**config.mk**
```make
export PLATFORM = sky130hd
export DESIGN_NAME = write_buffer_nline
export DESIGN_NICKNAME = d
export VERILOG_FILES = /design/src/rtl/write_buffer_nline.sv
export SDC_FILE = /design/constraint.sdc
export NUM_CORES = 1
export LEC_CHECK = 0
export CAP_MARGIN = 20
export CORE_MARGIN = 4
export CORE_UTILIZATION = 45
export DETAILED_ROUTE_END_ITERATION = 8
export PLACE_DENSITY_LB_ADDON = 0.12
export SYNTH_ARGS = -nofsm -noshare
export SYNTH_HDL_FRONTEND = slang
export SYNTH_SLANG_ARGS = --single-unit
```
**constraint.sdc**
```tcl
create_clock -name clk -period 4.7 [get_ports clk]
set_input_delay 0.94 -clock clk [delete_from_list [all_inputs] [get_ports clk]]
set_output_delay 0.94 -clock clk [all_outputs]
set_load 0.1 [all_outputs]
```
**src/rtl/write_buffer_nline.sv**
```systemverilog
// write_buffer_nline: DEPTH-entry circular write buffer of dirty cache lines.
// Accepts masked line writes, merges into non-head entries, forwards buffered
// words to read probes (youngest entry wins per word) and drains in FIFO
// order to the AXI write master. The head entry is locked while it is offered.
module write_buffer_nline #(
  parameter int DEPTH      = 4,
  parameter int LINE_WORDS = 4
) (
  input  logic                       clk,
  input  logic                       rst,
  input  logic                       wreq_i,
  input  logic [31:0]                waddr_i,
  input  logic [32*LINE_WORDS-1:0]   wdata_i,
  input  logic [LINE_WORDS-1:0]      wsel_i,
  output logic                       wready_o,
  input  logic                       rreq_i,
  input  logic [31:0]                raddr_i,
  output logic                       rhit_o,
  output logic [32*LINE_WORDS-1:0]   rdata_o,
  output logic [LINE_WORDS-1:0]      rmask_o,
  input  logic                       flush_i,
  output logic                       flush_done_o,
  output logic                       full_o,
  output logic                       empty_o,
  output logic [$clog2(DEPTH):0]     count_o,
  output logic                       m_valid_o,
  input  logic                       m_ready_i,
  output logic [31:0]                m_addr_o,
  output logic [32*LINE_WORDS-1:0]   m_data_o,
  output logic [LINE_WORDS-1:0]      m_strb_o
);

  localparam int OFS = $clog2(LINE_WORDS * 4);
  localparam int PW  = $clog2(DEPTH);
  localparam int CW  = PW + 1;
  localparam int LW  = 32 * LINE_WORDS;

  logic [DEPTH-1:0]      r_valid;
  logic [31:0]           r_addr [DEPTH];
  logic [LW-1:0]         r_data [DEPTH];
  logic [LINE_WORDS-1:0] r_mask [DEPTH];
  logic [PW-1:0]         r_head;
  logic [PW-1:0]         r_tail;
  logic [CW-1:0]         r_count;

  logic [31:0]   w_wline;
  logic [31:0]   w_rline;
  logic          w_wmatch;
  logic [PW-1:0] w_widx;
  logic          w_rh_head;
  logic          w_rh_other;
  logic [PW-1:0] w_ridx;
  logic          w_accept;
  logic          w_alloc;
  logic          w_merge;
  logic          w_pop;
  logic          w_unused_ok;

  assign w_wline = {waddr_i[31:OFS], {OFS{1'b0}}};
  assign w_rline = {raddr_i[31:OFS], {OFS{1'b0}}};
  assign w_unused_ok = ^{waddr_i[OFS-1:0], raddr_i[OFS-1:0]};

  assign empty_o      = (r_count == '0);
  assign full_o       = (r_count == CW'(DEPTH));
  assign count_o      = r_count;
  assign m_valid_o    = !empty_o;
  assign m_addr_o     = r_addr[r_head];
  assign m_data_o     = r_data[r_head];
  assign m_strb_o     = r_mask[r_head];
  assign flush_done_o = flush_i && empty_o;

  // Find the single non-head entry holding the written line (merge target).
  always_comb begin
    w_wmatch = 1'b0;
    w_widx   = '0;
    for (int i = 0; i < DEPTH; i++) begin
      if (r_valid[i] && (PW'(i) != r_head) && (r_addr[i] == w_wline)) begin
        w_wmatch = 1'b1;
        w_widx   = PW'(i);
      end
    end
  end

  assign wready_o = !flush_i && (!full_o || w_wmatch);
  assign w_accept = wreq_i && wready_o && (wsel_i != '0);
  assign w_merge  = w_accept && w_wmatch;
  assign w_alloc  = w_accept && !w_wmatch;
  assign w_pop    = m_valid_o && m_ready_i;

  assign w_rh_head = !empty_o && (r_addr[r_head] == w_rline);

  // Read forwarding: non-head (younger) words override the head word by word.
  always_comb begin
    // NOTE: every output of this block gets a default first, so no latch is inferred.
    w_rh_other = 1'b0;
    w_ridx     = '0;
    rhit_o     = 1'b0;
    rdata_o    = '0;
    rmask_o    = '0;
    for (int i = 0; i < DEPTH; i++) begin
      if (r_valid[i] && (PW'(i) != r_head) && (r_addr[i] == w_rline)) begin
        w_rh_other = 1'b1;
        w_ridx     = PW'(i);
      end
    end
    if (rreq_i && (w_rh_head || w_rh_other)) begin
      rhit_o = 1'b1;
      if (w_rh_head) begin
        rdata_o = r_data[r_head];
        rmask_o = r_mask[r_head];
      end
      if (w_rh_other) begin
        rmask_o = rmask_o | r_mask[w_ridx];
        for (int w = 0; w < LINE_WORDS; w++) begin
          if (r_mask[w_ridx][w]) rdata_o[w*32 +: 32] = r_data[w_ridx][w*32 +: 32];
        end
      end
    end
  end

  // Control state: valid bits, pointers and occupancy.
  always_ff @(posedge clk) begin
    // NOTE: sequential state uses non-blocking assignments only.
    if (!rst) begin
      r_valid <= '0;
      r_head  <= '0;
      r_tail  <= '0;
      r_count <= '0;
    end else begin
      if (w_pop) begin
        r_valid[r_head] <= 1'b0;
        r_head          <= r_head + 1'b1;
      end
      if (w_alloc) begin
        r_valid[r_tail] <= 1'b1;
        r_tail          <= r_tail + 1'b1;
      end
      r_count <= r_count + CW'(w_alloc) - CW'(w_pop);
    end
  end

  // Entry payload: allocate at tail or merge selected words into the match.
  always_ff @(posedge clk) begin
    // NOTE: payload arrays carry no reset; the valid bits alone qualify them.
    if (w_alloc) begin
      r_addr[r_tail] <= w_wline;
      r_data[r_tail] <= wdata_i;
      r_mask[r_tail] <= wsel_i;
    end else if (w_merge) begin
      for (int w = 0; w < LINE_WORDS; w++) begin
        if (wsel_i[w]) begin
          r_data[w_widx][w*32 +: 32] <= wdata_i[w*32 +: 32];
          r_mask[w_widx][w]          <= 1'b1;
        end
      end
    end
  end

endmodule

```
* Yosys cells after proc, flatten, opt, wreduce, memory -nomap -nowiden
Memory sizes are Yosys's and may differ from the RTL's. A register that Yosys moved wholly into a read port is not among the register bits.
Index checks and enable logic that the tools add are counted.
** Operators by class
- Add/subtract/negate cells :: 4
- $mul :: 0
- Div/mod/pow operators :: 0
- Magnitude comparators :: 4
- Equal/unequal tests :: 13
- Shift-type cells :: 0
- Muxes and demuxes :: 63
- Bitwise gates (word level) :: 4
- Reductions and logical operators :: 34
** Operators with widths (count)
- two-way mux 128 bit :: 4
- == test 32 bit :: 9
- two-way mux 32 bit :: 4
- OR reduction 128 bit :: 1
- two-way mux 4 bit :: 10
- two-way mux 1 bit :: 31
- two-way mux 2 bit :: 12
- logical AND 1 bit :: 23
- OR 4 bit :: 2
- < comparator 2 x 3 -> 1 bit (second input constant) :: 2
- adder 2 x 1 -> 2 bit (second input constant) :: 2
- bitwise AND 4 bit :: 1
- demux 1 bit (select 2 bit) :: 2
- greater-or-equal comparator 2 x 1 -> 1 bit (second input constant) :: 2
- logical NOT 1 bit :: 4
- inequality test 2 bit (first input constant) :: 2
- NOT 4 bit :: 1
- nonzero test 4 bit :: 1
- OR reduction 4 bit :: 1
- adder 3 x 1 -> 3 bit :: 1
- == test 3 bit (second input constant) :: 1
- logical NOT 3 bit :: 1
- subtractor 3 x 1 -> 3 bit :: 1
- logical OR 1 bit :: 2
- other kinds (2) :: 2
** Word-level totals
- Bits in registers :: 11
- Bits in latches :: 0
- Bits in writable memories :: 640
- ROM bits :: 0
- Memories :: 3
** Memory list
- r_data :: depth 4, width 128, read ports 2, clocked after memory_dff 1, write ports 1, line 40 : logic [LW-1:0] r_data [DEPTH];
- r_addr :: depth 4, width 28, read ports 5, clocked after memory_dff 1, write ports 1, line 39 : logic [31:0] r_addr [DEPTH];
- r_mask :: depth 4, width 4, read ports 2, clocked after memory_dff 1, write ports 1, line 41 : logic [LINE_WORDS-1:0] r_mask [DEPTH];

* Depth between registers and ports, before layout
- Depth in word-level cells :: 17
- Depth in mapped cells :: 16
- Gate-level depth less buffers :: 16

* Worst setup path before layout
Ideal clock, no wire load.
- Path kind :: register to output
- From :: reg with a tool-made name
- To :: out rmask_o[2]
- Arrival time :: 5200 ps
- Slack :: -1440 ps
- Cell stages (with the launch flop) :: 13
- Buffers on the path :: 5
- Cells stage by stage :: dfxtp_1 > buf_6 > buf_6 > buf_6 > mux2i_1 > o2111a_1 > nand3_1 > a2111oi_2 > and3_1 > buf_4 > o21ai_2 > clkbuf_1 > a21oi_1
** RTL lines
- end, declared :: line 20 : output logic [LINE_WORDS-1:0] rmask_o,

* Worst setup path after layout
- From :: in raddr_i[5]
- To :: out rdata_o[112]
** Between the ends
- Word-level cells in the longest chain between the ends :: 9
- Elaborated cells between the ends (all ways) :: 25
- Classes of those cells :: eq/ne: 5; mux: 11; reduce/logical: 7; memory: 2
** Ends and longest elaborated chain
- start, declared :: line 17 : input logic [31:0] raddr_i,
- == test 32 bit :: line 101 : if (r_valid[i] && (PW'(i) != r_head) && (r_addr[i] == w_rline)) begin
- logical AND 1 bit :: line 101
- two-way mux 1 bit :: line 101
- two-way mux 2 bit / two-way mux 1 bit (equally long branches) (2 in a row) :: line 101
- memory (4 x 128 bit) (tied with other cells)
- two-way mux 32 bit / logical OR 1 bit (equally long branches) :: line 115, 106
- two-way mux 128 bit / logical AND 1 bit (equally long branches) :: line 112, 106
- two-way mux 128 bit (*) :: line 106 : if (rreq_i && (w_rh_head || w_rh_other)) begin
- end, declared :: line 19 : output logic [32*LINE_WORDS-1:0] rdata_o,
Mark *: on every way between the ends. The rest lies on a longest branch, timed or not.

==> flow_summary_export.csv <==
group,metric,value,unit
worst_setup_path,cp.required,3.76,ns
power_and_ir_drop,clkPwrFrac,0.260,
min_path,holdCritStartpoint,"r_valid[2]",
logic_synthesis,synth_flop_cell,"edfxtp_1",
route,vias_per_cell,6.23,
logic_synthesis,async_flop_share,0,
min_path,min_path_type,"register to register",
sta,max_freq,0.196,GHz
cells_and_area,utilization,0.638,
cells_and_area,drive_gt1_frac,0.368,
sta,setup_viol,133,
power_and_ir_drop,power.total,0.0217,W
worst_setup_path,critPathBufInv,5,
placed_design,portBuffers,494,
grt,grt_usage,0.319,
min_path,min_path_cells,2,
power_and_ir_drop,internal-power,0.0125,W
worst_setup_path,crit_chain,"dlygate4sd2_1 -> xnor2_1 -> buf_4 -> nand4_1 -> or4_4 -> or4_4 -> buf_16 -> buf_12 -> a211oi_2 -> o31ai_1 -> mux2i_1 -> nor2_1 -> buf_12",
clock_network,clockBufferDepth,3,
logic_synthesis,synth_area_per_cell,12.9,µm²
cells_and_area,final_nets,3751,
power_and_ir_drop,seqPwrFrac,0.316,
worst_setup_path,crit_family,"simple AND/OR/NAND/NOR gates",
logic_synthesis,syn_inst,2804,
sta,worst_slack,-0.397,ns
run,maxCapViolCount,0,
worst_setup_path,r2r_slack,0.56,ns
sta,tightest_slew,1.02,ns
cells_and_area,area_growth,39.9,%
run_status,failed_checks,"setup timing",
sta,slew_headroom,0.320,
grt,grt_max_degree,81,
sta,slew_violations,0,
route,ant_nets,0,
worst_setup_path,worstPathMaxFanout,6,
clock_network,h-tree-depth,3,
floorplan,coreArea,0.0793,mm²
floorplan,std_cell_rows,103,
sta,layout_min_cycle_time,5.10,ns
min_path,worstHoldEndpoint,"r_valid[2]",
floorplan,io_pins,507,
floorplan,initial_core_util,0.456,
clock_network,cts_buffers,74,
logic_synthesis,synth-edff-count,640,
worst_setup_path,r2r_start,"r_addr[1][23]",
power_and_ir_drop,leakagePower,17.6,nW
clock_network,root_buffer,"clkbuf_16",
route,drt-initial-drc-count,2808,
sta,fin_skew,0.0347,ns
grt,grt_pass1_wl,203,mm
placed_design,hpwl,93.5,mm
worst_setup_path,cp-startpoint,"raddr_i[5]",
logic_synthesis,yosys_warnings,0,
logic_synthesis,ys_types,62,
route,routedWlPerCell,30.1,µm
run_status,status,"complete, but fails checks",
clock_network,clk_latency,0.63,ns
worst_setup_path,cp-end-kind,"primary output",
grt,antenna_found_initial,31,
worst_setup_path,cp_slowest_cell,"or4_4",
floorplan,die_h,291,µm
logic_synthesis,yosysSeqAreaShare,0.539,
power_and_ir_drop,power_density,429,mW/mm²
route,dr.pass1.iters,6,
clock_network,clock_sinks,653,
floorplan,fp.dieArea,0.0850,mm²
worst_setup_path,cpPeakStageDelay,0.64,ns
worst_setup_path,reg2reg_to,"r_data[1][64]",
grt,grt_pass1_vias,29696,
logic_synthesis,synth_seq_cells,653,
sta,period_share,1.08,
route,routed_wl,141,mm
placed_design,dp_slack,-0.941,ns
clock_network,clk_pin_slew,0.06,ns
power_and_ir_drop,switching_share,0.426,
route,drc,0,
route,vias,29040,
clock_network,cts_tree,"built",
floorplan,die_w,291,µm
power_and_ir_drop,vdd_ir_drop_max,491,µV
power_and_ir_drop,p_comb_frac,0.424,
logic_synthesis,syn-cell-area,0.0362,mm²
cells_and_area,fillers,5984,
power_and_ir_drop,switching_power,0.00923,W
worst_setup_path,r2r_cells,14,
worst_setup_path,setup.worst_path.start_class,"input pin",
sta,hold_viol,0,
worst_setup_path,arrival,4.16,ns
placed_design,place_congestion,0.927,
clock_network,cts_hold_buf,0,
grt,grt_overflow_total,0,
sta,rsz0062_at_grt,"yes",
worst_setup_path,path_class,"input pin to primary output",
-- sequential cells by signal, indices dropped and copies added (netlist names), named ones only --
register  cells
count_o       3
r_addr      112
r_data      512
r_head        2
r_mask       16
r_tail        2
r_valid       4
-- repair_timing --
item / 4_1_cts / 5_1_grt
gates resized for setup: 225 / 91
buffers inserted: 33 / 15
setup endpoints to repair: 134 / 134
pin swaps: 41 / 32
hold endpoints to repair: 0 / 0
gates cloned: 15 / 3
-- tightest hold or removal path, cell delays in order (launching register included) --
cell	delay, ns
dfxtp_1	0.30
a21boi_0	0.11
o21a_1	0.16
-- cell type report --
cell class,count,area [µm²],area share
multi-input combinational,1858,16400,0.323
tap,1050,1310,0.0260
sequential,653,19500,0.385
timing repair buffer,937,11000,0.217
clock inverter,38,400,0.00792
antenna,23,57.6,0.00114
inverter,14,52.6,0.00104
clock buffer,92,1940,0.0384
-- per-stage QoR --
step           instances  setup TNS [ns]  instance area (µm²)  hold slack, ns
2_1_floorplan       2807         -173.62                36300           0.562
3_3_place_gp        4447         -207.22                46100           0.590
3_5_place_dp        4447         -201.86                46100           0.591
4_1_cts             4624          -37.04                49900           0.614
5_1_grt             4658          -52.73                50600           0.645
6_report            4665          -39.36                50600           0.616
-- per-layer routing --
metal / up-vias / track usage / share of wire
li1: 12398 / - / -
met1: 14797 / 0.413 / 0.39
met2: 1543 / 0.533 / 0.49
met3: 288 / 0.0630 / 0.083
met4: 14 / 0.122 / 0.041
met5: - / 0 / 0.00072
-- cells in the mapped netlist (all sizes together) (104+ instances only) --
library cell	instances	area share
edfxtp	640	0.53
nand2	285	0.030
xnor2	122	0.030
o31ai	128	0.027
buf	104	0.019
mux4	149	0.093
a211oi	131	0.041
clkbuf	178	0.019
nor4	162	0.028
mux2i	162	0.045
xor2	127	0.031
nor2	276	0.029
and4	130	0.031
-- power by group through the flow --
stage | logic, W | registers [W] | clock network, W
after detailed placement | 0.00903 | 0.00699 | 0
after global routing | 0.00945 | 0.00687 | 0.00597
after floorplan | 0.00654 | 0.00696 | 0
final | 0.00920 | 0.00686 | 0.00563
after global placement | 0.00902 | 0.00697 | 0
after CTS | 0.00919 | 0.00684 | 0.00572
-- kinds of logic (layout without fill, tap and decap cells) --
kind of cell             after synthesis  count (layout)  synth area share
adder cells (fa/ha/maj)               11              11           0.00401
AO/OA/AOI/OAI                        322             322            0.0820
other                                  1              27          0.000104
buffers and inverters                296            1081            0.0396
XOR/XNOR                             249             249            0.0603
multiplexers                         314             314             0.139
AND/OR/NAND/NOR                      958             958             0.137
flip-flops                           653             653             0.539
-- layout by cell type (no fill, tap or decap), drive strengths merged, types with 6 or more instances in the layout --
cell and count:
and2 14, o211a 16, ha 10, xnor2 122, or4 6, nor4 162
diode 23, inv 17, o31ai 128, clkbuf 98, edfxtp 640, a21oi 10
xor2 127, dlygate4sd2 16, nand2 285, a211oi 131, buf 730, mux4 149
clkinv 28, nand3 12, nand4 41, dfxtp 13, nor2b 7, nor3 6
clkdlybuf4s50 177, o21ai 6, nor2 276, or2 6, mux2i 162, and4 130
-- worst max-delay path by stage --
stage | endpoint | cells past startpoint | slack, ns
floorplan | rdata_o[18] | 11 | -0.65
global placement | rdata_o[29] | 13 | -0.96
detailed placement | rdata_o[29] | 13 | -0.94
CTS | rdata_o[32] | 15 | -0.34
global route | rdata_o[74] | 15 | -0.48
finish | rdata_o[112] | 13 | -0.40
Note: power is estimated with default switching activity, not from simulation.
